<file path="config.mk">
export PLATFORM = sky130hd
export DESIGN_NAME = gpio_switch_in
export DESIGN_NICKNAME = d
export VERILOG_FILES = /design/src/rtl/gpio_switch_in_pkg.sv /design/src/rtl/gpio_switch_in_debounce.sv /design/src/rtl/gpio_switch_in.sv
export SDC_FILE = /design/constraint.sdc
export NUM_CORES = 1
export LEC_CHECK = 0
export BUFFER_PORTS_ARGS = -buffer_cell sky130_fd_sc_hd__buf_2
export CAP_MARGIN = 30
export CORE_ASPECT_RATIO = 0.5
export CORE_MARGIN = 4
export CORE_UTILIZATION = 53
export CTS_CLUSTER_DIAMETER = 30
export DETAILED_ROUTE_END_ITERATION = 12
export PLACE_DENSITY = 0.77
export REMOVE_ABC_BUFFERS = 1
export SYNTH_ARGS = -nofsm -noshare
export SYNTH_HDL_FRONTEND = slang
export SYNTH_SLANG_ARGS = --single-unit
</file>
<file path="constraint.sdc">
create_clock -name clk -period 3.18 [get_ports clk]
set_clock_uncertainty 0.2 [all_clocks]
set_input_delay 0.318 -clock clk [delete_from_list [all_inputs] [get_ports clk]]
set_output_delay 0.318 -clock clk [all_outputs]
set_load 0.01 [all_outputs]
</file>
<file path="src/rtl/gpio_switch_in_pkg.sv">
// Shared constants for the GPIO switch/button input peripheral: register offsets,
// read-word field positions, debounce defaults and the STATUS word packer.
package gpio_switch_in_pkg;

  localparam logic ADDR_STATUS = 1'b0;
  localparam logic ADDR_PEND   = 1'b1;

  localparam int SW_LSB   = 0;
  localparam int BTN_LSB  = 8;
  localparam int PEND_LSB = 13;
  localparam int MASK_LSB = 18;

  localparam int DB_LIMIT_SYN = 1000000;
  localparam int DB_LIMIT_SIM = 4;
  localparam int DB_CW_DEF    = 20;

  function automatic logic [31:0] pack_status(input logic [7:0] sw,
                                              input logic [4:0] btn,
                                              input logic [4:0] pend,
                                              input logic [4:0] mask);
    logic [31:0] v;
    v = 32'h0000_0000;
    v[SW_LSB +: 8]   = sw;
    v[BTN_LSB +: 5]  = btn;
    v[PEND_LSB +: 5] = pend;
    v[MASK_LSB +: 5] = mask;
    return v;
  endfunction

endpackage

</file>
<file path="src/rtl/gpio_switch_in_debounce.sv">
// Two-flop synchronizer plus tick-sampled debouncer over a vector of raw pins.
// One tick counter is shared by every bit so all inputs are sampled together.
module gpio_debounce
  import gpio_switch_in_pkg::*;
#(
  parameter int W        = 13,
  parameter int DB_LIMIT = DB_LIMIT_SYN,
  parameter int DB_CW    = DB_CW_DEF
) (
  input  logic         clk,
  input  logic         rst,
  input  logic [W-1:0] i_raw,
  output logic [W-1:0] o_deb
);

  localparam logic [DB_CW-1:0] LP_LAST = DB_CW'(DB_LIMIT - 1);

  logic [DB_CW-1:0] r_cnt;
  logic [W-1:0]     r_sync1;
  logic [W-1:0]     r_sync2;
  logic [W-1:0]     r_samp;
  logic [W-1:0]     r_deb;
  logic             w_tick;
  logic [W-1:0]     w_diff;

  assign w_tick = (r_cnt == LP_LAST);
  assign w_diff = r_sync2 ^ r_samp;
  assign o_deb  = r_deb;

  // Free-running sample tick counter
  always_ff @(posedge clk or posedge rst) begin
    if (rst) begin
      r_cnt <= '0;
    end else if (w_tick) begin
      r_cnt <= '0;
    end else begin
      r_cnt <= r_cnt + DB_CW'(1);
    end
  end

  always_ff @(posedge clk or posedge rst) begin
    if (rst) begin
      r_sync1 <= '0;
      r_sync2 <= '0;
    end else begin
      r_sync1 <= i_raw;
      r_sync2 <= r_sync1;
    end
  end

  // A bit only moves when two consecutive tick samples agree
  always_ff @(posedge clk or posedge rst) begin
    if (rst) begin
      r_samp <= '0;
      r_deb  <= '0;
    end else if (w_tick) begin
      r_samp <= r_sync2;
      r_deb  <= (r_sync2 & ~w_diff) | (r_deb & w_diff);
    end else begin
      r_samp <= r_samp;
      r_deb  <= r_deb;
    end
  end

endmodule

</file>
<file path="src/rtl/gpio_switch_in.sv">
// Memory-mapped GPIO input block: debounced switches/buttons, sticky press-pending
// bits with W1C and read-to-clear, per-button interrupt mask and a level irq.
module gpio_switch_in
  import gpio_switch_in_pkg::*;
#(
  parameter int SW_W     = 8,
  parameter int BTN_W    = 5,
  parameter int DB_LIMIT = DB_LIMIT_SYN,
  parameter int DB_CW    = DB_CW_DEF
) (
  input  logic             clk,
  input  logic             rst,
  input  logic [SW_W-1:0]  sw_raw,
  input  logic [BTN_W-1:0] btn_raw,
  input  logic             addr,
  input  logic             rd_en,
  input  logic             we,
  input  logic [31:0]      Peripheral_in,
  output logic [31:0]      Peripheral_out,
  output logic             irq
);

  logic [SW_W+BTN_W-1:0] w_deb;
  logic [SW_W-1:0]       w_sw_deb;
  logic [BTN_W-1:0]      w_btn_deb;
  logic [BTN_W-1:0]      w_press;
  logic [BTN_W-1:0]      w_w1c;
  logic [BTN_W-1:0]      w_rclr;
  logic [BTN_W-1:0]      w_pend_nxt;
  logic [BTN_W-1:0]      r_btn_d;
  logic [BTN_W-1:0]      r_pend;
  logic [BTN_W-1:0]      r_mask;
  logic                  r_irq;
  logic                  w_unused_in;

  gpio_debounce #(
    .W       (SW_W + BTN_W),
    .DB_LIMIT(DB_LIMIT),
    .DB_CW   (DB_CW)
  ) u_debounce (
    .clk  (clk),
    .rst  (rst),
    .i_raw({btn_raw, sw_raw}),
    .o_deb(w_deb)
  );

  assign w_sw_deb    = w_deb[SW_W-1:0];
  assign w_btn_deb   = w_deb[SW_W+BTN_W-1:SW_W];
  assign w_press     = w_btn_deb & ~r_btn_d;
  assign w_unused_in = ^Peripheral_in[31:BTN_W];

  // W1C and read-to-clear merge; a press in the same cycle still sets the bit
  assign w_w1c      = (we && (addr == ADDR_PEND)) ? Peripheral_in[BTN_W-1:0] : {BTN_W{1'b0}};
  assign w_rclr     = (rd_en && (addr == ADDR_PEND)) ? {BTN_W{1'b1}} : {BTN_W{1'b0}};
  assign w_pend_nxt = (r_pend & ~(w_w1c | w_rclr)) | w_press;

  always_ff @(posedge clk or posedge rst) begin
    if (rst) begin
      r_btn_d <= '0;
      r_pend  <= '0;
      r_irq   <= 1'b0;
    end else begin
      r_btn_d <= w_btn_deb;
      r_pend  <= w_pend_nxt;
      r_irq   <= |(r_pend & r_mask);
    end
  end

  always_ff @(posedge clk or posedge rst) begin
    if (rst) begin
      r_mask <= '0;
    end else if (we && (addr == ADDR_STATUS)) begin
      r_mask <= Peripheral_in[BTN_W-1:0];
    end else begin
      r_mask <= r_mask;
    end
  end

  assign irq = r_irq;

  always_comb begin
    Peripheral_out = 32'h0000_0000;
    case (addr)
      ADDR_STATUS: Peripheral_out = pack_status(8'(w_sw_deb), 5'(w_btn_deb), 5'(r_pend), 5'(r_mask));
      ADDR_PEND:   Peripheral_out = {27'h0, 5'(r_pend)};
      default:     Peripheral_out = 32'h0000_0000;
    endcase
  end

endmodule

</file>
==> results_dict.tcl <==
set metrics [dict create \
    cts_setup_buffers 0 \
    layout.cells.non_filler 468 \
    areaGrowthSynthToFinish_pct 19.3 \
    grt_max_degree 56 \
    cp.required_ns 3.18 \
    p_leak_nw 2.04 \
    post_drt_wl_per_cell_um 17.1 \
    crit_type "reg2reg" \
    worstPathArrival_ns 2.52 \
    rsz0062_at_grt "false" \
    endpoint_kind "register" \
    startpoint_type "register" \
    routabilityCongestion 0.770 \
    p_switching_mw 0.477 \
    synth.area.top_cells "dfrtp_1 (60%), mux2_4 (4.1%), mux2_2 (3.1%)" \
    core_area_um2 6700 \
    setup_tns_ns 0 \
    drtIter0Drc 251 \
    die_area_um2 8410 \
    critPathSlowestCell "nand4_1" \
    synth-seq-cells 88 \
    fmax_ghz 0.396 \
    viasPerCell 5.66 \
    final_area_um2 4380 \
    power_density_nw_per_um2 528 \
    dp_cells 438 \
    internal_power_mw 1.84 \
    clk_latency_ns 0.33 \
    synth_top_area_share 0.600 \
    dr.pass1.iters 5 \
    max_stage_delay_ns 0.66 \
    synthCells 309 \
    clk_pin_slew_ns 0.06 \
    syn_area_per_cell_um2 11.9 \
    placed_area_um2 3930 \
    worst-path-stages 4 \
    cts_tree "done" \
    nets 422 \
    postRouteWirelength_um 8000 \
    drc 0 \
    ys_types 40 \
    path_cells "nor4b_1 -> nand4_1 -> nor4_1 -> nor3_1" \
    start_util 0.548 \
    reg2reg_from "u_debounce.r_cnt[8]$_DFF_PP0_" \
    finalHoldViolations 0 \
    synth_area_um2 3670 \
    drive_above_1_share 0.242 \
    numCtsBuffers 9 \
    die_x_um 126 \
    grt-ovfl-total 0 \
    reg2reg_slack_ns 0.65 \
    yosysMostFrequentCell "dfrtp_1" \
    num_antenna_cells 0 \
    yosysSeqAreaShare 0.600 \
    r2r_cells 4 \
    period_share 0.795 \
    min_path_cells 2 \
    grt_pass1_vias 2746 \
    holdBufCountCts 14 \
    yosys_warnings 0 \
    via_count 2647 \
    drv_slew 0 \
    cap_violations 0 \
    numPortBuffers 46 \
    grt_usage 0.201 \
    seq_power_share 0.503 \
    cts_resized 0 \
    rows 21 \
    status "completed" \
    hold-path-endpoint "r_mask[2]$_DFFE_PP0P_" \
    synth_edf_count 0 \
    htree_levels 3 \
    combPwrFrac 0.040 \
    ir_worst_vdd_mv 0.279 \
    post-route-util 0.654 \
    finalCriticalPeriod_ns 2.53 \
    switching_share 0.206 \
    async_flop_share 1.00 \
    ios 83 \
    numClockSinks 88 \
    dp_hpwl_um 4860 \
    worst_pin_slew_ns 0.922 \
    hold_path.startpoint "Peripheral_in[2]" \
    cp_max_fo 13 \
    synth_ff_type "dfrtp_1" \
    critPathTopFamily "simple AND/OR/NAND/NOR gates" \
    cp_num_buf_inv 0 \
    synth_top_cell_by_area "dfrtp_1" \
    setup_viol 0 \
    cts_buffer_depth 2 \
    clock-root-buffer "clkbuf_16" \
    grt_pass1_wl_um 13000 \
    synth_commonest_cells "dfrtp_1 (88), nor2_1 (29), nor3_1 (21), nor4_1 (16), nor2b_1 (15)" \
    antenna_found_initial 0 \
    hold_class "in2reg" \
    final_antenna_net_count 0 \
    max_slew_margin 0.385 \
    die_h_um 66.9 \
    clkPwrFrac 0.457 \
]
worst reg2reg max path, delay by kind of cell (launching register included):
family	cells	cell delay, ns
DFF	1	0.45
and+or+nand+nor	4	1.75
worst max-delay path by stage:
stage                                        from                                end  slack, ns
finish              u_debounce.r_cnt[8]$_DFF_PP0_                           register       0.65
global route        u_debounce.r_cnt[8]$_DFF_PP0_                           register       0.53
CTS                 u_debounce.r_cnt[8]$_DFF_PP0_                           register       0.73
detailed placement  u_debounce.r_cnt[0]$_DFF_PP0_  u_debounce.r_samp[12]$_DFFE_PP0N_       0.80
global placement    u_debounce.r_cnt[0]$_DFF_PP0_  u_debounce.r_samp[12]$_DFFE_PP0N_       0.86
floorplan                                     rst                          async pin       0.38
metrics by stage:
step	setup WS (ns)	hold WS (ns)	total power [mW]
floorplan	0.383	0.131	1.22
global placement	0.861	0.132	1.26
detailed placement	0.800	0.136	1.26
CTS	0.732	0.0282	2.33
global route	0.529	0.0356	2.39
finish	0.653	0.0420	2.31
layout by cell type (no fill, tap or decap), types with 2 or more instances in the layout:
cell type	synthesis	routed
a21oi_1	2	2
a31oi_1	12	12
and2_1	2	2
and4_1	2	2
buf_2	1	46
buf_4	11	4
clkbuf_16	0	9
clkbuf_8	0	2
clkinv_2	0	3
clkinvlp_4	0	2
conb_1	1	9
dfrtp_1	88	88
dlygate4sd3_1	0	14
inv_1	8	7
mux2_1	3	3
mux2_2	10	10
mux2_4	10	10
nand2_1	10	10
nand3_1	14	14
nand4_1	7	7
nor2_1	29	29
nor2b_1	15	15
nor3_1	21	21
nor4_1	16	16
nor4b_1	2	2
o21ai_0	8	8
xnor2_1	8	8
xor2_1	6	6
power by group through the flow:
stage / sequential (mW) / combinational (mW) / clock [mW]
5_1_grt: 1.16 / 0.105 / 1.12
3_3_place_gp: 1.18 / 0.0773 / 0
2_1_floorplan: 1.18 / 0.0438 / 0
3_5_place_dp: 1.18 / 0.0809 / 0
4_1_cts: 1.16 / 0.0942 / 1.07
6_report: 1.16 / 0.0929 / 1.06
logic make-up after synthesis:
kind of cell / Yosys count / share of synthesized area
adders and majority gates: 1 / 0.00341
xor gates and xnor gates: 14 / 0.0334
and+or+nand+nor: 126 / 0.189
AOI/OAI and AO/OA: 26 / 0.0426
muxes: 24 / 0.0835
DFF: 88 / 0.600
buffers and inverters: 29 / 0.0477
other: 1 / 0.00102
final cells by class:
cell class / instances / area [µm²]
clock inverters: 5 / 55.1
clock buffers: 11 / 253
multi-input cells: 200 / 1330
repair buffers: 64 / 400
inverters: 8 / 31.3
fillers: 466 / 2320
well taps: 92 / 115
flip-flops and latches: 88 / 2200
routing by layer:
layer  vias up  track usage  wire, µm
met5         -            0         0
met4         0       0.0932       198
met3        20       0.0504       467
met2       104        0.366      4150
met1      1323        0.227      3190
li1       1200            -         -
No activity file was read; power rests on OpenSTA's default activity.
